$ cat src/rtl/uartprobe_cmd_seq.sv
// Word-level command sequencer: expands one 32-bit request into probe byte commands and folds the replies into one response.
// Optional feature: define UARTPROBE_SEQ_ADDR_CACHE_EN to skip resending an AXI address that matches the last one sent.
module uartprobe_cmd_seq #(
    parameter int TIMEOUT_CYCLES = 1024,
    parameter int POLL_MAX       = 16
) (
    input  logic        clk,
    input  logic        m_reset,
    input  logic        req_valid,
    output logic        req_ready,
    input  logic [2:0]  req_op,
    input  logic [31:0] req_addr,
    input  logic [31:0] req_data,
    output logic        rsp_valid,
    input  logic        rsp_ready,
    output logic [31:0] rsp_data,
    output logic        rsp_err,
    output logic        pr_valid,
    output logic [7:0]  pr_data,
    input  logic        pr_ready,
    input  logic        pt_valid,
    input  logic [7:0]  pt_data,
    output logic        pt_ready
);

    localparam logic [2:0] OP_GPO_WR = 3'd0;
    localparam logic [2:0] OP_GPO_RD = 3'd1;
    localparam logic [2:0] OP_GPI_RD = 3'd2;
    localparam logic [2:0] OP_AXI_WR = 3'd3;
    localparam logic [2:0] OP_AXI_RD = 3'd4;

    localparam int TW = $clog2(TIMEOUT_CYCLES + 1);
    localparam int PW = $clog2(POLL_MAX + 1);

    // Step indices: 0-7 address/data pairs, 8-9 AXI data/go pair, 10 ctrl poll, 11 AXI read data.
    localparam logic [3:0] STEP_AXI_CMD  = 4'd8;
    localparam logic [3:0] STEP_POLL     = 4'd10;
    localparam logic [3:0] STEP_AXI_DATA = 4'd11;

    typedef enum logic [1:0] {IDLE, SEND, WAIT, RESP} state_t;

    state_t         state;
    logic [2:0]     op_q;
    logic [31:0]    addr_q;
    logic [31:0]    data_q;
    logic [3:0]     step;
    logic [TW-1:0]  tcnt;
    logic [PW-1:0]  pcnt;
    logic [31:0]    acc;
    logic           axi_err;
    logic           cache_hit;
    logic [3:0]     start_step;
    logic           poll_done;

    function automatic logic is_axi(input logic [2:0] op);
        return (op == OP_AXI_WR) || (op == OP_AXI_RD);
    endfunction

    function automatic logic [7:0] step_byte(input logic [2:0] op, input logic [3:0] s,
                                             input logic [31:0] a, input logic [31:0] d);
        logic [7:0] b;
        b = 8'h00;
        case (op)
            OP_GPO_WR: b = s[0] ? d[{s[2:1], 3'b000} +: 8] : 8'd10 + {6'd0, s[2:1]};
            OP_GPO_RD: b = 8'd6 + {6'd0, s[1:0]};
            OP_GPI_RD: b = 8'd2 + {6'd0, s[1:0]};
            OP_AXI_WR, OP_AXI_RD: begin
                if (s < STEP_AXI_CMD) begin
                    b = s[0] ? a[{s[2:1], 3'b000} +: 8] : 8'd18 + {6'd0, s[2:1]};
                end else begin
                    case (s)
                        4'd8:    b = (op == OP_AXI_WR) ? 8'd23 : 8'd25;
                        4'd9:    b = (op == OP_AXI_WR) ? d[7:0] : 8'h01;
                        4'd10:   b = 8'd24;
                        default: b = 8'd22;
                    endcase
                end
            end
            default: b = 8'h00;
        endcase
        return b;
    endfunction

    function automatic logic needs_reply(input logic [2:0] op, input logic [3:0] s);
        return (op == OP_GPO_RD) || (op == OP_GPI_RD) || (is_axi(op) && s >= STEP_POLL);
    endfunction

    assign start_step = (is_axi(req_op) && cache_hit) ? STEP_AXI_CMD : 4'd0;
    assign poll_done  = (op_q == OP_AXI_WR) ? pt_data[2] : pt_data[3];

`ifdef UARTPROBE_SEQ_ADDR_CACHE_EN
    logic [31:0] last_addr;
    logic        cache_valid;
    logic        addr_sent;
    logic        seq_abort;

    assign cache_hit = cache_valid && (req_addr == last_addr);
    assign addr_sent = (state == SEND) && pr_ready && is_axi(op_q) && (step == 4'd7);
    // Any timeout abort leaves the probe's address register in doubt.
    assign seq_abort = (state == WAIT) &&
                       ((!pt_valid && tcnt == TW'(TIMEOUT_CYCLES - 1)) ||
                        (pt_valid && is_axi(op_q) && step == STEP_POLL && !poll_done &&
                         pcnt == PW'(POLL_MAX - 1)));

    always_ff @(posedge clk) begin
        if (m_reset) begin
            cache_valid <= 1'b0;
            last_addr   <= 32'h0;
        end else if (seq_abort) begin
            cache_valid <= 1'b0;
        end else if (addr_sent) begin
            cache_valid <= 1'b1;
            last_addr   <= addr_q;
        end
    end
`else
    assign cache_hit = 1'b0;
`endif

    always_ff @(posedge clk) begin
        if (m_reset) begin
            state     <= IDLE;
            req_ready <= 1'b0;
            rsp_valid <= 1'b0;
            rsp_data  <= 32'h0;
            rsp_err   <= 1'b0;
            pr_valid  <= 1'b0;
            pr_data   <= 8'h00;
            pt_ready  <= 1'b0;
            op_q      <= 3'd0;
            addr_q    <= 32'h0;
            data_q    <= 32'h0;
            step      <= 4'd0;
            tcnt      <= '0;
            pcnt      <= '0;
            acc       <= 32'h0;
            axi_err   <= 1'b0;
        end else begin
            case (state)
                IDLE: begin
                    req_ready <= 1'b1;
                    if (req_valid && req_ready) begin
                        req_ready <= 1'b0;
                        op_q      <= req_op;
                        addr_q    <= req_addr;
                        data_q    <= req_data;
                        acc       <= 32'h0;
                        axi_err   <= 1'b0;
                        pcnt      <= '0;
                        tcnt      <= '0;
                        if (req_op > OP_AXI_RD) begin
                            state     <= RESP;
                            rsp_valid <= 1'b1;
                            rsp_err   <= 1'b1;
                            rsp_data  <= 32'h0;
                        end else begin
                            state    <= SEND;
                            step     <= start_step;
                            pr_valid <= 1'b1;
                            pr_data  <= step_byte(req_op, start_step, req_addr, req_data);
                        end
                    end
                end
                SEND: begin
                    if (pr_ready) begin
                        if (needs_reply(op_q, step)) begin
                            state    <= WAIT;
                            pr_valid <= 1'b0;
                            pt_ready <= 1'b1;
                            tcnt     <= '0;
                        end else if (op_q == OP_GPO_WR && step == 4'd7) begin
                            state     <= RESP;
                            pr_valid  <= 1'b0;
                            rsp_valid <= 1'b1;
                            rsp_err   <= 1'b0;
                            rsp_data  <= acc;
                        end else begin
                            step    <= step + 4'd1;
                            pr_data <= step_byte(op_q, step + 4'd1, addr_q, data_q);
                        end
                    end
                end
                WAIT: begin
                    if (pt_valid) begin
                        pt_ready <= 1'b0;
                        if (!is_axi(op_q)) begin
                            acc <= {acc[23:0], pt_data};
                            if (step == 4'd3) begin
                                state     <= RESP;
                                rsp_valid <= 1'b1;
                                rsp_err   <= 1'b0;
                                rsp_data  <= {acc[23:0], pt_data};
                            end else begin
                                state    <= SEND;
                                step     <= step + 4'd1;
                                pr_valid <= 1'b1;
                                pr_data  <= step_byte(op_q, step + 4'd1, addr_q, data_q);
                            end
                        end else if (step == STEP_POLL) begin
                            if (poll_done && op_q == OP_AXI_WR) begin
                                state     <= RESP;
                                rsp_valid <= 1'b1;
                                rsp_err   <= |pt_data[5:4];
                                rsp_data  <= 32'h0;
                            end else if (poll_done) begin
                                axi_err  <= |pt_data[7:6];
                                state    <= SEND;
                                step     <= STEP_AXI_DATA;
                                pr_valid <= 1'b1;
                                pr_data  <= step_byte(op_q, STEP_AXI_DATA, addr_q, data_q);
                            end else if (pcnt == PW'(POLL_MAX - 1)) begin
                                state     <= RESP;
                                rsp_valid <= 1'b1;
                                rsp_err   <= 1'b1;
                                rsp_data  <= 32'h0;
                            end else begin
                                // Still busy: resend the poll command.
                                pcnt     <= pcnt + PW'(1);
                                state    <= SEND;
                                pr_valid <= 1'b1;
                                pr_data  <= step_byte(op_q, STEP_POLL, addr_q, data_q);
                            end
                        end else begin
                            state     <= RESP;
                            rsp_valid <= 1'b1;
                            rsp_err   <= axi_err;
                            rsp_data  <= {24'h0, pt_data};
                        end
                    end else if (tcnt == TW'(TIMEOUT_CYCLES - 1)) begin
                        state     <= RESP;
                        pt_ready  <= 1'b0;
                        rsp_valid <= 1'b1;
                        rsp_err   <= 1'b1;
                        rsp_data  <= 32'h0;
                    end else begin
                        tcnt <= tcnt + TW'(1);
                    end
                end
                RESP: begin
                    if (rsp_ready) begin
                        state     <= IDLE;
                        rsp_valid <= 1'b0;
                        req_ready <= 1'b1;
                    end
                end
                default: state <= IDLE;
            endcase
        end
    end

endmodule

$ cat config.mk
export PLATFORM = sky130hd
export DESIGN_NAME = uartprobe_cmd_seq
export DESIGN_NICKNAME = d
export VERILOG_FILES = /design/src/rtl/uartprobe_cmd_seq.sv
export SDC_FILE = /design/constraint.sdc
export NUM_CORES = 1
export LEC_CHECK = 0
export CORE_ASPECT_RATIO = 0.9
export CORE_UTILIZATION = 40
export CTS_BUF_LIST = sky130_fd_sc_hd__clkbuf_2 sky130_fd_sc_hd__clkbuf_4 sky130_fd_sc_hd__clkbuf_8
export CTS_CLUSTER_SIZE = 20
export DETAILED_ROUTE_END_ITERATION = 10
export GPL_TIMING_DRIVEN = 0
export PLACE_DENSITY_LB_ADDON = 0.1
export RECOVER_POWER = 50
export SLEW_MARGIN = 30
export SYNTH_ARGS = -nofsm -noshare
export SYNTH_HDL_FRONTEND = slang
export SYNTH_SLANG_ARGS = --single-unit
$ cat constraint.sdc
create_clock -name clk -period 3.9 [get_ports clk]
set_clock_uncertainty 0.15 [all_clocks]
set_input_delay 0.78 -clock clk [delete_from_list [all_inputs] [get_ports clk]]
set_output_delay 0.78 -clock clk [all_outputs]
set_load 0.01 [all_outputs]
==> metrics.txt <==
Detail Placement HPWL 18200 µm; post-layout min period 3.58 ns; syn nets 1061; WP data required 4.08 ns; largest net degree at the start of global routing 17; Seq/Total Area, Yosys 42.6%; most frequent cells in the layout nand2_1 (193), dfxtp_1 (167), a21oi_1 (126); all-layer global routing usage 25.6%; fin. max-slew vios 0; Initial Util 40.8%; Final Wtd Congestion 0.923; most common cell after layout, fill and taps aside nand2_1; register area 3340 µm²; first-pass GRT wire length 39400 µm; crit path to pr_data[2]; switching power 2.41 mW; die width 150 µm; Top Ports 126; DR vias 7728; crit start category flip-flop; Relative slew margins 39.4%; sequential share of power 35.7%; synthesized area 7840 µm²; Yosys cell types 61; Final Setup Violations 0; FF+latch count, synth 167; average size of a mapped cell 8.10 µm²; fmax 279 MHz; CTS tree yes; RSZ-0062 raised after global routing no; TNS Setup 0 ns; Pleak 3.47 nW; Routed wire per std cell 18.3 µm; crit path max fanout 10; Nets 1205; Synth Instances 968; worst path cell trace clkbuf_1 -> inv_1 -> ha_1 -> buf_2 -> buf_2 -> buf_2 -> mux2i_1 -> nand3_1 -> nand3_1 -> nand3_1 -> a22oi_1 -> a221oi_1; final hold vios 0; Crit. End Element flip-flop; GRT overflow 0; Crit. Startpoint step[0]; yosys warns 0; Pint 3.23 mW; total placed cells including tap cells 1343; Clk Tree Root Cell clkbuf_8; Logic pwr share 40.5%; reg2reg path depth 12; measured slew at the worst slew-check pin 0.897 ns; design area 9830 µm²; # DRC 0; switching share of power 42.7%; top_reg_cell synth dfxtp_1; max-cap viol count 0; run status completed; Critical Path Max Stage Delay 0.41 ns; number of synthesized flops with an enable pin 0; Clock Sinks 167; Worst Hold Class reg -> reg; Critical Path Stages 12; worst IR drop on VDD 240 µV; routed vias/inst 5.62; Reg-to-Reg Start step[0]; DP Area 9410 µm²; final period utilization 91.8%; Crit path max-delay family buffers and inverters; Die Ht 135 µm; DRT antenna net count 0; DRT Pass-1 Iters 6; pwr dens 574 nW/µm²; vias in the first global route 7099; ys async rst share 0%; ANT cells 0; R2R Path End pr_data[2]; Clock Pin Slew Worst Setup and Hold Paths 0.10 ns; Post-CTS Hold Fix Bufs 0; fraction of layout cells with a size suffix above 1 6.04%; arrival time worst endpoint 3.76 ns; maximum clock path buffer count 2; r2r setup slk 0.32 ns; filler instances 1963; Finished Layout Cells 1375; Hold Path Stages 2; Area Overhead vs Synth 25.4%; Core Footprint 19200 µm²; CP Class reg -> reg; crit path max-delay cell type dfxtp_1; Die Area 20200 µm²; Final Routed Wirelength 25100 µm; worst skew pair latency 0.47 ns; Clock power frac 23.8%; Hold Crit Start rsp_data[9]; WP buf/inv 5; antenna violations before repair 0; H-tree levels 4; fin util 51.2%; IO Port Bufs 125; CTS Buf Count 17; area of the multi-input gates 4090 µm²; floorplan row count 48; Initial DRC Count 815
worst min-delay path by stage:
stage | slack [ns] | to
after floorplan | 0.28 | addr_q[9]
after global placement | 0.29 | addr_q[11]
after detailed placement | 0.30 | rsp_data[1]
after CTS | 0.31 | addr_q[10]
after global routing | 0.32 | rsp_data[1]
final | 0.31 | rsp_data[9]
power by group through the flow:
stage / clock network [mW] / registers, mW / logic (mW)
final: 1.34 / 2.01 / 2.29
after detailed placement: 0 / 2.05 / 2.26
after global placement: 0 / 2.05 / 2.24
after floorplan: 0 / 2.03 / 1.47
after global routing: 1.43 / 2.03 / 2.51
after CTS: 1.36 / 2.01 / 2.28
through the flow:
stage	power (mW)	hold slack [ns]	setup WS, ns
2_1_floorplan	3.50	0.283	1.06
5_1_grt	5.97	0.319	0.0556
4_1_cts	5.65	0.309	0.264
6_report	5.64	0.305	0.319
3_5_place_dp	4.32	0.296	0.300
3_3_place_gp	4.29	0.290	0.318
sequential cells by signal, indices dropped and copies added, names as in the netlist:
register and cells:
pr_valid 1, req_ready 1, op_q 3, addr_q 32, state 2, tcnt 11
rsp_valid 1, rsp_err 1, data_q 32, acc 32, axi_err 1, pcnt 5
pt_ready 1, pr_data 8, step 4, rsp_data 32
synthesized netlist by cell type, types with 11 or more instances:
cell,instances,share of area [%]
nand3_1,52,3.3
mux4_2,11,3.2
nor2_1,72,3.4
xor2_1,12,1.3
mux2i_1,12,1.5
nand4_1,14,1.1
ha_1,12,1.9
a21oi_1,126,8.0
nor3_1,12,0.77
o21ai_0,24,1.5
a22o_1,32,3.6
dfxtp_1,167,43
buf_2,12,0.77
inv_1,21,1.0
a22oi_1,34,3.3
nand2_1,193,9.2
clkbuf_1,50,2.4
cell type report:
class                           count  share of cell area [%]
Tap cell                          250                    3.18
Buffer                             76                    3.40
Clock inverter                     13                    1.58
Multi-Input combinational cell    704                    41.6
Sequential cell                   167                    34.0
Clock buffer                       19                    2.66
Inverter                           21                   0.802
Timing Repair Buffer              125                    12.7
layer usage:
layer | wire (µm) | global-route usage [%] | share of wire (%)
met2 | 10600 | 36.5 | 42
met5 | 0 | 0 | 0
met1 | 12200 | 38.8 | 49
met3 | 1970 | 5.27 | 7.8
met4 | 351 | 6.52 | 1.4
worst register-to-register path: stages, from the launching register on:
cell	delay, ns
dfxtp_1	0.41
clkbuf_1	0.32
inv_1	0.24
ha_1	0.33
buf_2	0.22
buf_2	0.37
buf_2	0.39
mux2i_1	0.41
nand3_1	0.13
nand3_1	0.12
nand3_1	0.08
a22oi_1	0.19
a221oi_1	0.11
kinds of logic (layout without fill, tap and decap cells):
group	count (synthesis)	after routing	synth area share, %
and+or+nand+nor	382	382	21.3
DFF	167	167	42.6
buffers and inverters	97	254	5.26
xor gates and xnor gates	15	15	1.68
AOI/OAI and AO/OA	271	271	22.4
muxes	24	24	4.83
adders and majority gates	12	12	1.91
timing repair:
action | in CTS | in global routing
setup endpoints to repair | 0 | 1
buffers inserted | 0 | 0
resized for setup | 0 | 1
No activity file was read; power rests on OpenSTA's default activity.
